### src/rtl/zigzag_rle_encoder.sv
// Zigzag-ordered coefficient to JPEG (run, size, amplitude) symbol encoder.
// DC is coded against a running predictor; AC is run-length coded with ZRL/EOB.
module zigzag_rle_encoder #(
  parameter int DATA_WIDTH = 11,
  parameter int AMP_WIDTH  = DATA_WIDTH + 1
) (
  input  logic                         clk,
  input  logic                         rst,
  input  logic                         dc_clr,
  input  logic                         in_valid,
  output logic                         in_ready,
  input  logic signed [DATA_WIDTH-1:0] in_data,
  output logic                         out_valid,
  input  logic                         out_ready,
  output logic [3:0]                   out_run,
  output logic [3:0]                   out_size,
  output logic [AMP_WIDTH-1:0]         out_amp,
  output logic                         out_dc,
  output logic                         out_eob,
  output logic                         out_last
);

  localparam int XW = AMP_WIDTH - DATA_WIDTH;

  typedef enum logic {S_RUN, S_ZRL} state_t;

  function automatic logic [3:0] f_size(
    input logic signed [AMP_WIDTH-1:0] v
  );
    logic [AMP_WIDTH-1:0] mag;
    f_size = '0;
    mag = v[AMP_WIDTH-1] ? (~v + 1'b1) : v;
    for (int i = 0; i < AMP_WIDTH; i++)
      if (mag[i]) f_size = 4'(i + 1);
  endfunction

  // negative values use ones' complement in the low size bits
  function automatic logic [AMP_WIDTH-1:0] f_amp(
    input logic signed [AMP_WIDTH-1:0] v,
    input logic [3:0]                  sz
  );
    logic [AMP_WIDTH-1:0] m;
    m = '0;
    for (int i = 0; i < AMP_WIDTH; i++)
      if (i < int'(sz)) m[i] = 1'b1;
    f_amp = v[AMP_WIDTH-1] ? ((v - 1'b1) & m) : v;
  endfunction

  state_t                state, state_nxt;
  logic [5:0]            idx, run, run_nxt;
  logic [DATA_WIDTH-1:0] pred;
  logic [3:0]            hold_size;
  logic [AMP_WIDTH-1:0]  hold_amp;
  logic                  hold_last, hold_ld;

  logic                        accept, retire;
  logic signed [AMP_WIDTH-1:0] in_ext, pred_ext, diff, val;
  logic [3:0]                  val_size;
  logic [AMP_WIDTH-1:0]        val_amp;
  logic                        is_dc, is_zero, is_eob, is_zrl, is_ac;
  logic                        run_big;

  logic                 ld, s_dc, s_eob, s_last;
  logic [3:0]           s_run, s_size;
  logic [AMP_WIDTH-1:0] s_amp;

  assign in_ready = (state == S_RUN) && (!out_valid || out_ready);
  assign accept   = in_valid && in_ready;
  assign retire   = out_valid && out_ready;

  assign in_ext   = {{XW{in_data[DATA_WIDTH-1]}}, in_data};
  assign pred_ext = dc_clr ? '0 : {{XW{pred[DATA_WIDTH-1]}}, pred};
  assign diff     = in_ext - pred_ext;
  assign val      = (idx == 6'd0) ? diff : in_ext;
  assign val_size = f_size(val);
  assign val_amp  = f_amp(val, val_size);
  assign run_big  = |run[5:4];

  assign is_dc   = (idx == 6'd0);
  assign is_zero = !is_dc && (val == '0) && !(&idx);
  assign is_eob  = !is_dc && (val == '0) && (&idx);
  assign is_zrl  = !is_dc && (val != '0) && run_big;
  assign is_ac   = !is_dc && (val != '0) && !run_big;

  always_comb begin
    ld        = 1'b0;
    s_run     = '0;
    s_size    = '0;
    s_amp     = '0;
    s_dc      = 1'b0;
    s_eob     = 1'b0;
    s_last    = 1'b0;
    state_nxt = state;
    run_nxt   = run;
    hold_ld   = 1'b0;
    if (accept) begin
      unique case (1'b1)
        is_dc: begin
          ld     = 1'b1;
          s_dc   = 1'b1;
          s_size = val_size;
          s_amp  = val_amp;
        end
        is_zero: run_nxt = run + 6'd1;
        is_eob: begin
          ld      = 1'b1;
          s_eob   = 1'b1;
          s_last  = 1'b1;
          run_nxt = '0;
        end
        is_zrl: begin
          ld        = 1'b1;
          s_run     = 4'd15;
          hold_ld   = 1'b1;
          run_nxt   = run - 6'd16;
          state_nxt = S_ZRL;
        end
        is_ac: begin
          ld      = 1'b1;
          s_run   = run[3:0];
          s_size  = val_size;
          s_amp   = val_amp;
          s_last  = &idx;
          run_nxt = '0;
        end
      endcase
    end else if (state == S_ZRL && retire) begin
      ld = 1'b1;
      if (run_big) begin
        s_run   = 4'd15;
        run_nxt = run - 6'd16;
      end else begin
        s_run     = run[3:0];
        s_size    = hold_size;
        s_amp     = hold_amp;
        s_last    = hold_last;
        run_nxt   = '0;
        state_nxt = S_RUN;
      end
    end
  end

  always_ff @(posedge clk or posedge rst) begin
    if (rst) begin
      state     <= S_RUN;
      idx       <= '0;
      run       <= '0;
      pred      <= '0;
      hold_size <= '0;
      hold_amp  <= '0;
      hold_last <= 1'b0;
      out_valid <= 1'b0;
      out_run   <= '0;
      out_size  <= '0;
      out_amp   <= '0;
      out_dc    <= 1'b0;
      out_eob   <= 1'b0;
      out_last  <= 1'b0;
    end else begin
      state <= state_nxt;
      run   <= run_nxt;
      if (accept) idx <= idx + 6'd1;
      if (accept && is_dc) pred <= in_data;
      else if (dc_clr)     pred <= '0;
      if (hold_ld) begin
        hold_size <= val_size;
        hold_amp  <= val_amp;
        hold_last <= &idx;
      end
      if (ld) begin
        out_valid <= 1'b1;
        out_run   <= s_run;
        out_size  <= s_size;
        out_amp   <= s_amp;
        out_dc    <= s_dc;
        out_eob   <= s_eob;
        out_last  <= s_last;
      end else if (retire) begin
        out_valid <= 1'b0;
      end
    end
  end

endmodule

### config.mk
export PLATFORM = sky130hd
export DESIGN_NAME = zigzag_rle_encoder
export DESIGN_NICKNAME = d
export VERILOG_FILES = /design/src/rtl/zigzag_rle_encoder.sv
export SDC_FILE = /design/constraint.sdc
export NUM_CORES = 1
export LEC_CHECK = 0
export CAP_MARGIN = 20
export CORE_ASPECT_RATIO = 1.75
export CORE_MARGIN = 10
export CORE_UTILIZATION = 65
export CTS_BUF_LIST = sky130_fd_sc_hd__clkbuf_4
export DETAILED_ROUTE_END_ITERATION = 8
export HOLD_SLACK_MARGIN = 0.06
export PLACE_DENSITY = 0.89
export SLEW_MARGIN = 20
export SYNTH_ARGS = -nofsm -noshare
export SYNTH_HDL_FRONTEND = slang
export SYNTH_SLANG_ARGS = --single-unit
### constraint.sdc
create_clock -name clk -period 8 [get_ports clk]
set_input_delay 2 -clock clk [delete_from_list [all_inputs] [get_ports clk]]
set_output_delay 2 -clock clk [all_outputs]
set_load 0.03 [all_outputs]
After elaboration in Yosys (flattened, before gate mapping) --
Index checks and enable logic that the tools add are counted.
Storage, ports and cells: flip-flop bits (word level) 65, input bits 16, output and inout bits 25, word-level logic and storage cells 132
Cells by class: add/subtract/negate cells 6, order comparisons 12, equal/unequal tests 3, muxes and demuxes 65, bitwise operators 3, reduce and logical (&&, ||, !) cells 29
Operators with widths (count):
- two-way mux 12 bit | 8
- two-way mux 4 bit | 14
- two-way mux 1 bit | 31
- two-way mux 11 bit | 2
- two-way mux 6 bit | 3
- case mux 6 bit (3 select lines) | 1
- less-than comparator 3 x 4 -> 1 bit (first input constant) | 4
- less-than comparator 4 bit (first input constant) | 4
- adder 12 x 1 -> 12 bit (second input constant) | 1
- adder 6 x 1 -> 6 bit (second input constant) | 2
- bitwise AND 12 bit | 1
- logical NOT 12 bit | 1
- NOT 12 bit | 1
- nonzero test 12 bit | 1
- subtractor 11 x 12 -> 12 bit | 1
- subtractor 12 x 1 -> 12 bit (second input constant) | 1
- logical AND 1 bit | 11
- less-than comparator 1 x 4 -> 1 bit (first input constant) | 2
- less-than comparator 2 x 4 -> 1 bit (first input constant) | 2
- case mux 4 bit (2 select lines) | 1
- logical NOT 6 bit | 1
- two-way mux 3 bit | 2
- AND reduction 6 bit | 1
- nonzero test 2 bit | 3
- other kinds (13) | 19

Longest topological paths before layout --
word-level depth 24, gate-level depth with buffers 19, gate-level depth less buffers 15

Worst setup path before layout --
No wires, ideal clock.
kind input to register, start input dc_clr, end register out_amp[3], setup time 0.131 ns, arrival 5.121 ns, required time 7.869 ns, path slack 2.748 ns, stages on the path 14, buffers on the path 1, cell sequence clkbuf_1 > nand2b_1 > fa_1 > mux2i_1 > ha_1 > nor4b_1 > a41o_1 > nand4_2 > a21o_1 > nor3b_2 > nor3_2 > nand2_2 > a311oi_1 > o21ai_1
Between the ends: cells in the longest elaborated chain, start to end 24, elaborated cells between the ends (all ways) 36, classes of those cells 3 x add/sub; 1 x order compare; 21 x mux; 2 x bitwise; 9 x reduce/logical
RTL lines:
- start: declaration | RTL line 9 | input logic dc_clr,
- two-way mux 12 bit * | RTL line 72 | assign pred_ext = dc_clr ? '0 : {{XW{pred[DATA_WIDTH-1]}}, pred};
- subtractor 11 x 12 -> 12 bit * | RTL line 73 | assign diff = in_ext - pred_ext;
- two-way mux 12 bit * | RTL line 74 | assign val = (idx == 6'd0) ? diff : in_ext;
- NOT 12 bit | RTL line 32 | mag = v[AMP_WIDTH-1] ? (~v + 1'b1) : v;
- adder 12 x 1 -> 12 bit | RTL line 32
- two-way mux 12 bit | RTL line 32
- two-way mux 1 bit | RTL line 34 | if (mag[i]) f_size = 4'(i + 1);
- two-way mux 2 bit (2 in series) | RTL line 34
- two-way mux 3 bit (2 in series) | RTL line 34
- two-way mux 4 bit (7 in series) | RTL line 34
- less-than comparator 2 x 4 -> 1 bit | RTL line 45 | if (i < int'(sz)) m[i] = 1'b1;
- two-way mux 1 bit | RTL line 45
- bitwise AND 12 bit | RTL line 46 | f_amp = v[AMP_WIDTH-1] ? ((v - 1'b1) & m) : v;
- two-way mux 12 bit | RTL line 46
- two-way mux 12 bit | RTL line 97 | unique case (1'b1)
- two-way mux 12 bit | RTL line 96 | if (accept) begin
- end signal: assignment | RTL line 174 | out_amp <= s_amp;
- end: declaration | RTL line 17 | output logic [AMP_WIDTH-1:0] out_amp,
Mark *: on every way between the ends. The rest lies on a longest branch, timed or not. A chain may end at the register's enable or synchronous reset.

Worst setup path after layout --
start input dc_clr, end register out_eob
Between the ends: cells in the longest elaborated chain, start to end 9, elaborated cells between the ends (all ways) 15, classes of those cells 1 x add/sub; 6 x mux; 8 x reduce/logical
RTL lines:
- two-way mux 12 bit * | RTL line 72
- subtractor 11 x 12 -> 12 bit * | RTL line 73
- two-way mux 12 bit * | RTL line 74
- logical NOT 12 bit / nonzero test 12 bit (equally long branches) | RTL line 81, 82, 83
- logical AND 1 bit, on equally long branches (2 in series) | RTL line 81, 82, 83
- OR reduction 4 bit (no source line)
- two-way mux 1 bit | RTL line 97
- two-way mux 1 bit | RTL line 96
- end signal: assignment | RTL line 176 | out_eob <= s_eob;
- end: declaration | RTL line 19 | output logic out_eob,
Marked as above.

==> metrics.txt <==
First DRT Iteration DRCs 365; RSZ-0062 raised after global routing no; post-route cell area 5122 µm²; most common cell in the netlist dfrtp_1; Pwr Total 1540 µW; switching pwr 731.5 µW; Top FF cell, synth dfrtp_1; min Tclk post-route 6494 ps; Max Root-Sink Buffers 2; CP max stage cell a2111oi_0; Yosys top cell area share 0.3555; Post-synth EDFFs 0; Final Hold Fails 0; fin util 0.7471; drt first pass iters 6; Comb power frac 0.554; grt ovf 0; Std-Cell Rows 40; internal power 808.9 µW; die width 83.43 µm; MaxCap Viol Count 0; syn avg cell area 8.716 µm²; post-cts sizing count 0; Clock Skew 16.01 ps; Arr. time, crit path 6820 ps; crit-path cells clkdlybuf4s50_1 > nor2b_1 > ha_1 > inv_1 > fa_1 > a21o_1 > a2111oi_0 > o21a_1 > o31ai_2 > nor3_4 > nand3_1 > o21ai_0 > a21o_1 > nand2_1 > o21ai_0; Unique masters post-synth 78; CTS HTree Levels 3; Worst Tran Pin Value 923.0 ps; Setup TNS 0 ps; DRC viols 0; Setup Buffers After CTS 0; flops & latches, synth 65; # port buffers 40; # hold bufs at CTS 0; Antenna diodes 0; post-synthesis sequential area ratio 0.3555; Sw Ratio 0.4749; Clk pwr share 0.124; peak supply drop 0.1349 mV; CTS Buf Count 9; Via Count 4240; Starting Density 0.6673; placed instance area 5012 µm²; CTS Sinks 65; first-pass GRT wire length 20.22 mm; ranking of synthesized cells by area dfrtp_1, nand2_1, ha_1, o21ai_0, xnor2_1; Clock Latency Late Sink 440 ps; Detailed Place HPWL 9.062 mm; power share of the sequential group 0.322; fin crit share 0.8117; critical path required time 8330 ps; Nets 591; outcome finished, final reports clean; Pwr Density 300.7 nW/µm²; routability cong. 0.9940; post-synth top area cell dfrtp_1; Synth Warn # 0; die height 131.0 µm; relative slew slack 0.3687; vias in the first global route 4177; Cells after Synth 525; Crit path largest cell delay 850 ps; GRT Total Usage 0.2217; post-synth net total 560; drt wl/cell 18.60 µm; Avg Vias per Cell 6.574; initial antenna violation count 0; P&R area growth vs syn 11.95%; Fmax 154.0 MHz; largest net degree at the start of global routing 66; Final Slew Violations 0; core area 6857 µm²; CTS tree done; num ports 41; post-synthesis async set-or-reset flop share 1.000; Clock transition at path regs 110 ps; total detailed-routing wirelength 12.00 mm; post-detailed-route count of antenna-violating nets 0; area of the mapped netlist 4576 µm²; share of cells above drive strength 1 0.08556; LEAKAGE 0.002160 µW; Hold Slack 488.9 ps; CP Launch Type primary input; die area 10930 µm²; kind of critical path primary input to register; top cells by count, synth dfrtp_1, nand2_1, o21ai_0, nor2_1, a21oi_1; Root Driver clkbuf_4; endpoint class of the critical path register; hold crit path type register to register; CP max FO 28; count of final setup violators 0
flip-flops by register name (all words and copies together) (netlist names):
name and count:
out_eob 1, out_size 4, hold_amp 12, run 6, hold_size 4, out_dc 1, idx 6, state 1
pred 11, hold_last 1, out_valid 1, out_run 4, out_amp 12, out_last 1
power groups by stage:
stage	clock, µW	combinational, µW	sequential (µW)
2_1_floorplan	0	550	558
3_3_place_gp	0	811	495
3_5_place_dp	0	843	501
4_1_cts	191	846	495
5_1_grt	207	932	509
6_report	191	853	497
critical path, delay by kind of cell:
family | cells | cell delay, ps
buf+inv | 2 | 620
compound gates | 7 | 2640
simple gates | 4 | 910
fa+ha+maj | 2 | 620
cell families (layout without fill, tap and decap cells):
kind of cell    after synthesis  count (layout)  synth area share
simple gates                199             199            0.2278
compound gates              174             174            0.2658
flops                        65              65            0.3555
buf+inv                      38              74           0.03610
xor+xnor                     20              20           0.03828
fa+ha+maj                    19              19           0.05360
mux                          10              10           0.02297
metal layers:
metal  share of wire  up-vias  GRT usage  wire length [µm]
li1                -     2016          -                 -
met4           0.031        0     0.1118               372
met2            0.54      158     0.4056              6504
met3           0.052       39    0.05328               623
met5               0        -          0                 0
met1            0.37     2027     0.2318              4497
final timing paths:
| path | depth (start not counted) | from | to | slack (ps) |
|---|---|---|---|---|
| worst min register to register | 2 | out_run[2] | out_run[2] | 490 |
| max in group asynchronous | 3 | rst | hold_amp[3] | 5370 |
| worst max register to register | 15 | idx[0] | out_eob | 3160 |
| min in group asynchronous | 3 | rst | idx[4] | 2100 |
| worst min-delay path | 2 | out_run[2] | out_run[2] | 490 |
| worst max-delay path | 15 | dc_clr | out_eob | 1510 |
per-stage QoR:
stage | cells | setup WS [ps]
after floorplan | 525 | 2748
after global placement | 629 | 1511
after detailed placement | 629 | 1286
after CTS | 645 | 1681
after global routing | 645 | 1228
final | 645 | 1506
final cells by class:
class	instances	area, µm²
Clock inverter	6	35.03
Clock buffer	10	75.07
Timing Repair Buffer	44	430.4
Fill cell	527	1734
Tap cell	84	105.1
Sequential cell	65	1627
Multi-Input combinational cell	422	2798
Inverter	14	52.55
cell usage in the layout (no fill, tap or decap), types with 12 or more instances in the layout:
cell type	count
o21ai_0	41
nand2_1	62
ha_1	18
a21oi_1	27
inv_1	13
o21ai_1	12
and2_1	12
nor2_1	32
nand3_1	17
dfrtp_1	65
xnor2_1	17
nand2b_1	14
clkdlybuf4s50_1	40
Power figures use the tool's default switching activity.
==> edit 1, RTL diff (same flow settings) <==
Set the parameter `DATA_WIDTH` to 22 (it was 11).
--- a/src/rtl/zigzag_rle_encoder.sv
+++ b/src/rtl/zigzag_rle_encoder.sv
@@ -1,7 +1,7 @@
 // Zigzag-ordered coefficient to JPEG (run, size, amplitude) symbol encoder.
 // DC is coded against a running predictor; AC is run-length coded with ZRL/EOB.
 module zigzag_rle_encoder #(
-  parameter int DATA_WIDTH = 11,
+  parameter int DATA_WIDTH = 22,
   parameter int AMP_WIDTH  = DATA_WIDTH + 1
 ) (
   input  logic                         clk,
Interface: changed (resized in_data and out_amp); port bits go from 41 to 63. The function was not compared with the original's and may differ.
==> edit 1 against the original RTL <==
Synthesized area increased by 70%. Sequential cell count increased by 31. Power increased by 49%. Sequential share of layout area decreased by 3.6 points. Register-to-register slack got worse by 0.77 ns. Design area increased by 67%. Critical path depth increased by 3. Die area increased by 55%. Routed wire length increased by 79%. Fmax decreased by 9.2%. Worst setup slack got worse by 0.66 ns.
==> edit 1: results (changes against the original RTL) <==
status:
  status: "complete, no violations"
global_route:
  first_global_vias: 7249  # +74%
  grt_pass1_wl_um: 35470  # +75%
  track_usage_pct: 25.77  # +3.6 points
  grt_max_degree: 65  # -1.5%
  antenna_found_initial: 1  # +1
pwr:
  vdd_drop_max_uv: 105.8  # -22%
  p_leak_nw: 3.486  # +61%
synthesis:
  synth_cell_types: 107  # +37%
  synth_async_sr_flop_share_pct: 100.0  # unchanged
  ys_top_cells_by_area: "dfrtp_1 (31%), nand2_1 (5.7%), o21ai_0 (5.7%)"
  synth_top_flop_cell: "dfrtp_1"
  synthTopCellsByCount: "nand2_1 (118), dfrtp_1 (96), o21ai_0 (88), a21oi_1 (62), nor2_1 (58)"
  synth_warnings: 0  # unchanged
  ys_seq_area_share_pct: 30.91  # -4.6 points
clocking:
  cts-resized-gates: 0  # unchanged
  cts_max_path_buffers: 2  # unchanged
  cts_root_buf: "clkbuf_4"
  h-tree-depth: 3  # unchanged
  insertion_delay_ns: 0.49  # +0.05 ns
  path_clk_slew_ns: 0.18  # +0.07 ns
  cts_buffers: 9  # unchanged
  post_cts_buffers: 0  # unchanged
finish:
  fillers: 924  # +75%
  final_nets: 1034  # +75%
  reg.largest.list: "hold_amp (22), out_amp (22), pred (22)"
  final_layout_size_suffix_gt1_share_pct: 7.645  # -0.91 points
setup_path:
  path_max_fanout: 22  # -21%
  rr_worst_depth: 18  # +3
  cpMaxStageDelayCell: "clkdlybuf4s50_1"
  slowest_delay_ns: 0.87  # +0.02 ns
  arrival_ns: 7.57  # +0.75 ns
  startpoint: "dc_clr"
placed_design:
  io_buffers: 61  # +53%
  place_hpwl_um: 16350  # +80%
  gp_congestion: 0.9512  # -4.3%
min_path:
  hp-class: "flip-flop to flip-flop"
  whs_path_depth: 2  # unchanged
  min_from: "hold_amp[9]$_DFFE_PP0P_"
routing:
  drt-pass1-iter-count: 5  # -1
  drt_iter0_drc: 671  # +84%
  wl_um: 21530  # +79%
  vias: 7561  # +78%
timing:
  maxSlewHeadroom_pct: 29.76  # -7.1 points
  skew_ns: 0.02899  # +0.01298 ns
[edit 1: cell types whose count changed after synthesis, sizes merged, moves of 11 or more]
cell,unedited run,this run
nor2,34,59
nand2b,14,35
dfrtp,65,96
ha,18,30
a22oi,10,24
nor3,12,30
clkbuf,13,29
a21oi,28,63
buf,11,24
nand2,63,120
nand3,17,28
o21ai,54,109
[edit 1: area by class of cell]
cell class | count | area [sq um] | area share, %
multi-input cells | 777 | 5029 | 58.90
clock buffers | 9 | 67.56 | 0.7913
flip-flops and latches | 96 | 2402 | 28.14
well taps | 135 | 168.9 | 1.978
inverters | 17 | 66.31 | 0.7767
repair buffers | 75 | 740.7 | 8.675
diodes | 1 | 2.502 | 0.02931
clock inverters | 7 | 61.31 | 0.7181
[edit 1: path summary, 6_finish.rpt]
check | to | slack [ns]
setup / recovery | hold_amp[10]$_DFFE_PP0P_ | 0.85
hold reg to reg | out_amp[9]$_DFFE_PP0P_ | 0.50
min in group asynchronous | out_eob$_DFFE_PP0P_ | 1.85
setup reg to reg | out_size[3]$_DFFE_PP0P_ | 2.39
max in group asynchronous | hold_amp[0]$_DFFE_PP0P_ | 5.01
hold / removal | out_amp[9]$_DFFE_PP0P_ | 0.50
[edit 1: cell families after synthesis]
kind of cell	after synthesis	share of synthesized area, %
flip-flops	96	30.91
multiplexers	11	1.674
adder cells (fa/ha/maj)	31	5.087
XOR/XNOR	21	2.366
AND/OR/NAND/NOR	358	23.87
other	1	0.04825
buffers and inverters	70	4.588
AO/OA/AOI/OAI	355	31.46
[edit 1: critical path: cells and delay by family]
family | cells | cell delay, ns
buffers and inverters | 1 | 0.87
and+or+nand+nor | 6 | 1.68
AOI/OAI and AO/OA | 8 | 2.10
muxes | 1 | 0.25
adders and majority gates | 2 | 0.66
[edit 1: metrics by stage]
stage | instance area, sq um | cells | worst slack (ns)
after floorplan | 7772 | 943 | 2.067
after global placement | 8407 | 1100 | 0.6105
after detailed placement | 8407 | 1100 | 0.4003
after CTS | 8536 | 1116 | 0.9074
after global routing | 8538 | 1117 | 0.4069
final | 8538 | 1117 | 0.8498
[edit 1: power by group]
group	internal (mW)	switching, mW
sequential	0.630	0.0872
clock	0.0708	0.193
combinational	0.488	0.832
[edit 1: routing by layer]
metal / global-route usage, % / routed length, um
met1: 30.04 / 8351
met3: 3.347 / 1229
met5: 0 / 0
met2: 43.66 / 10830
met4: 15.27 / 1117
==> edit 2, RTL diff (same flow settings) <==
Made on the original files. Make the reset (`rst`) synchronous in one clocked block.
--- a/src/rtl/zigzag_rle_encoder.sv
+++ b/src/rtl/zigzag_rle_encoder.sv
@@ -140,7 +140,7 @@
     end
   end
 
-  always_ff @(posedge clk or posedge rst) begin
+  always_ff @(posedge clk) begin
     if (rst) begin
       state     <= S_RUN;
       idx       <= '0;
Function: differs if rst is asserted again (counterexample within 4 cycles, from zero or initial values and one cycle with rst high); with rst held inactive, the same outputs for 10 cycles.
==> edit 2 against the original RTL <==
Cell count increased by 10%. Hold slack got worse by 0.020 ns. Synthesized cell count is 15% higher. Synthesized area shrank 0.88%. Worst setup slack got worse by 0.25 ns. Design area is 0.76% lower. Sequential share of layout area down 6.2 points. Sequential cell count did not move. Routed wire length increased by 1.0%. Utilization fell by 0.57 points. Fmax fell by 3.7%. Clock skew shrank 0.0038 ns. Critical path type unchanged.
Power is not compared: it rests on default switching activity, and its combinational part moved more than twofold at a synthesized area within 25%.
==> edit 2: results (changes against the original RTL) <==
global_route:
  track_usage_pct: 21.65  # -0.52 points
  grt_max_degree: 60  # -9.1%
  first_global_vias: 4356  # +4.3%
  grt-ovfl-total: 0  # unchanged
  antenna_found_initial: 0  # unchanged
  grt_pass1_wl_um: 20030  # -0.92%
placed_design:
  post-place-ws_ns: 0.9439  # -0.3421 ns
  place_hpwl_um: 9075  # +0.14%
  gp_congestion: 0.9394  # -5.5%
  dp_cells: 695  # +10%
setup_path:
  r2r_slack_ns: 2.75  # -0.41 ns
  arrival_ns: 7.08  # +0.26 ns
  cpMaxStageDelayCell: "and2_1"
  r2r_end: "out_amp[0]$_SDFFE_PP0P_"
  rr_startpoint: "idx[0]$_SDFFE_PP0P_"
  rr_worst_depth: 15  # unchanged
  slowest_delay_ns: 0.80  # -0.05 ns
  path_delay_family: "simple AND/OR/NAND/NOR gates"
  path_max_fanout: 27  # -3.6%
min_path:
  hold-path-endpoint: "hold_size[0]$_SDFFE_PP0P_"
  min_from: "hold_size[0]$_SDFFE_PP0P_"
status:
  status: "complete, no violations"
finish:
  nClkBuffers: 9  # -1
  final_layout_size_suffix_gt1_share_pct: 6.051  # -2.5 points
  final_nets: 658  # +11%
  nonClkBufAreaFrac_pct: 8.664  # +0.26 points
  fillers: 550  # +4.4%
  inverters_excl_clock: 15  # +1
  regArea_sq_um: 1301  # -20%
  clkCellAreaFrac_pct: 3.175  # +1.0 points
  multi_input_area_sq_um: 3019  # +7.9%
  n_all_buffers: 46  # +4.5%
  multi_input_gates: 486  # +15%
clocking:
  cts_max_path_buffers: 2  # unchanged
  cts_root_buf: "clkbuf_4"
  h-tree-depth: 3  # unchanged
  insertion_delay_ns: 0.43
synthesis:
  synth_cell_types: 74  # -5.1%
  synthCells: 602  # +15%
  synthTopCellsByCount: "nor2_1 (78), dfxtp_1 (65), a21oi_1 (63), nand2_1 (53), nor3_1 (30)"
  ys_seq_area_share_pct: 28.69  # -6.9 points
  synth_async_sr_flop_share_pct: 0  # -100 points
  syn-num-nets: 637  # +14%
  synth_top_flop_cell: "dfxtp_1"
  ys_top_cells_by_area: "dfxtp_1 (29%), a21oi_1 (7.0%), nor2_1 (6.5%)"
routing:
  drt_iter0_drc: 280  # -23%
  vias: 4607  # +8.7%
  drt-pass1-iter-count: 5  # -1
  wl_um: 12120  # +1.0%
  viasPerCell: 6.471  # -1.6%
timing:
  skew_ns: 0.01225  # -0.003769 ns
  maxSlewHeadroom_pct: 32.87  # -4.0 points
pwr:
  p_leak_nw: 1.859
edit 2: cell count changes in the layout (fill, tap and decap cells not counted), moves of 6 or more:
cell      unedited run  this run
a211oi_1             3        11
a21o_1              10         4
a21oi_1             27        63
a22oi_1             10         2
dfrtp_1             65         0
dfxtp_1              0        65
nand2_1             62        53
nor2_1              32        78
nor3_1               9        30
o21ai_0             41        28
o21ai_1             12         6
xor2_1               3        11
edit 2: where the power goes:
| group | internal (mW) | leakage [nW] | switching [mW] |
|---|---|---|---|
| combinational | 0.146 | 1.25 | 0.269 |
| clock | 0.127 | 0.0839 | 0.131 |
| sequential | 0.342 | 0.529 | 0.00995 |
edit 2: cells by family after synthesis:
group           share of synthesized area (%)
compound gates                          27.84
xor+xnor                                4.634
fa+ha+maj                               5.407
buf+inv                                 4.745
flops                                   28.69
mux                                     1.628
simple gates                            27.06
edit 2: metrics by stage:
stage,hold slack [ns],util [%],instance area (sq um)
detailed placement,0.4498,71.68,4915
finish,0.4692,74.14,5084
floorplan,0.4357,-,4536
global route,0.4979,74.14,5084
global placement,0.4416,71.68,4915
CTS,0.4663,74.03,5076
edit 2: per-layer routing:
layer	share of wire, %	GRT usage [%]	wire length, um	up-vias
met2	51	39.64	6212	186
met4	3.6	12.17	436	0
met3	5.7	4.089	694	34
met1	39	22.71	4777	2145
met5	0	0	0	-
li1	-	-	-	2242
edit 2: worst max-delay path by stage:
stage,endpoint,cells past startpoint
6_report,out_amp[0]$_SDFFE_PP0P_,15
5_1_grt,out_amp[0]$_SDFFE_PP0P_,15
4_1_cts,out_amp[0]$_SDFFE_PP0P_,15
3_5_place_dp,out_run[1]$_SDFFE_PP0P_,16
3_3_place_gp,out_run[2]$_SDFFE_PP0P_,16
2_1_floorplan,run[2]$_SDFFE_PP0P_,17
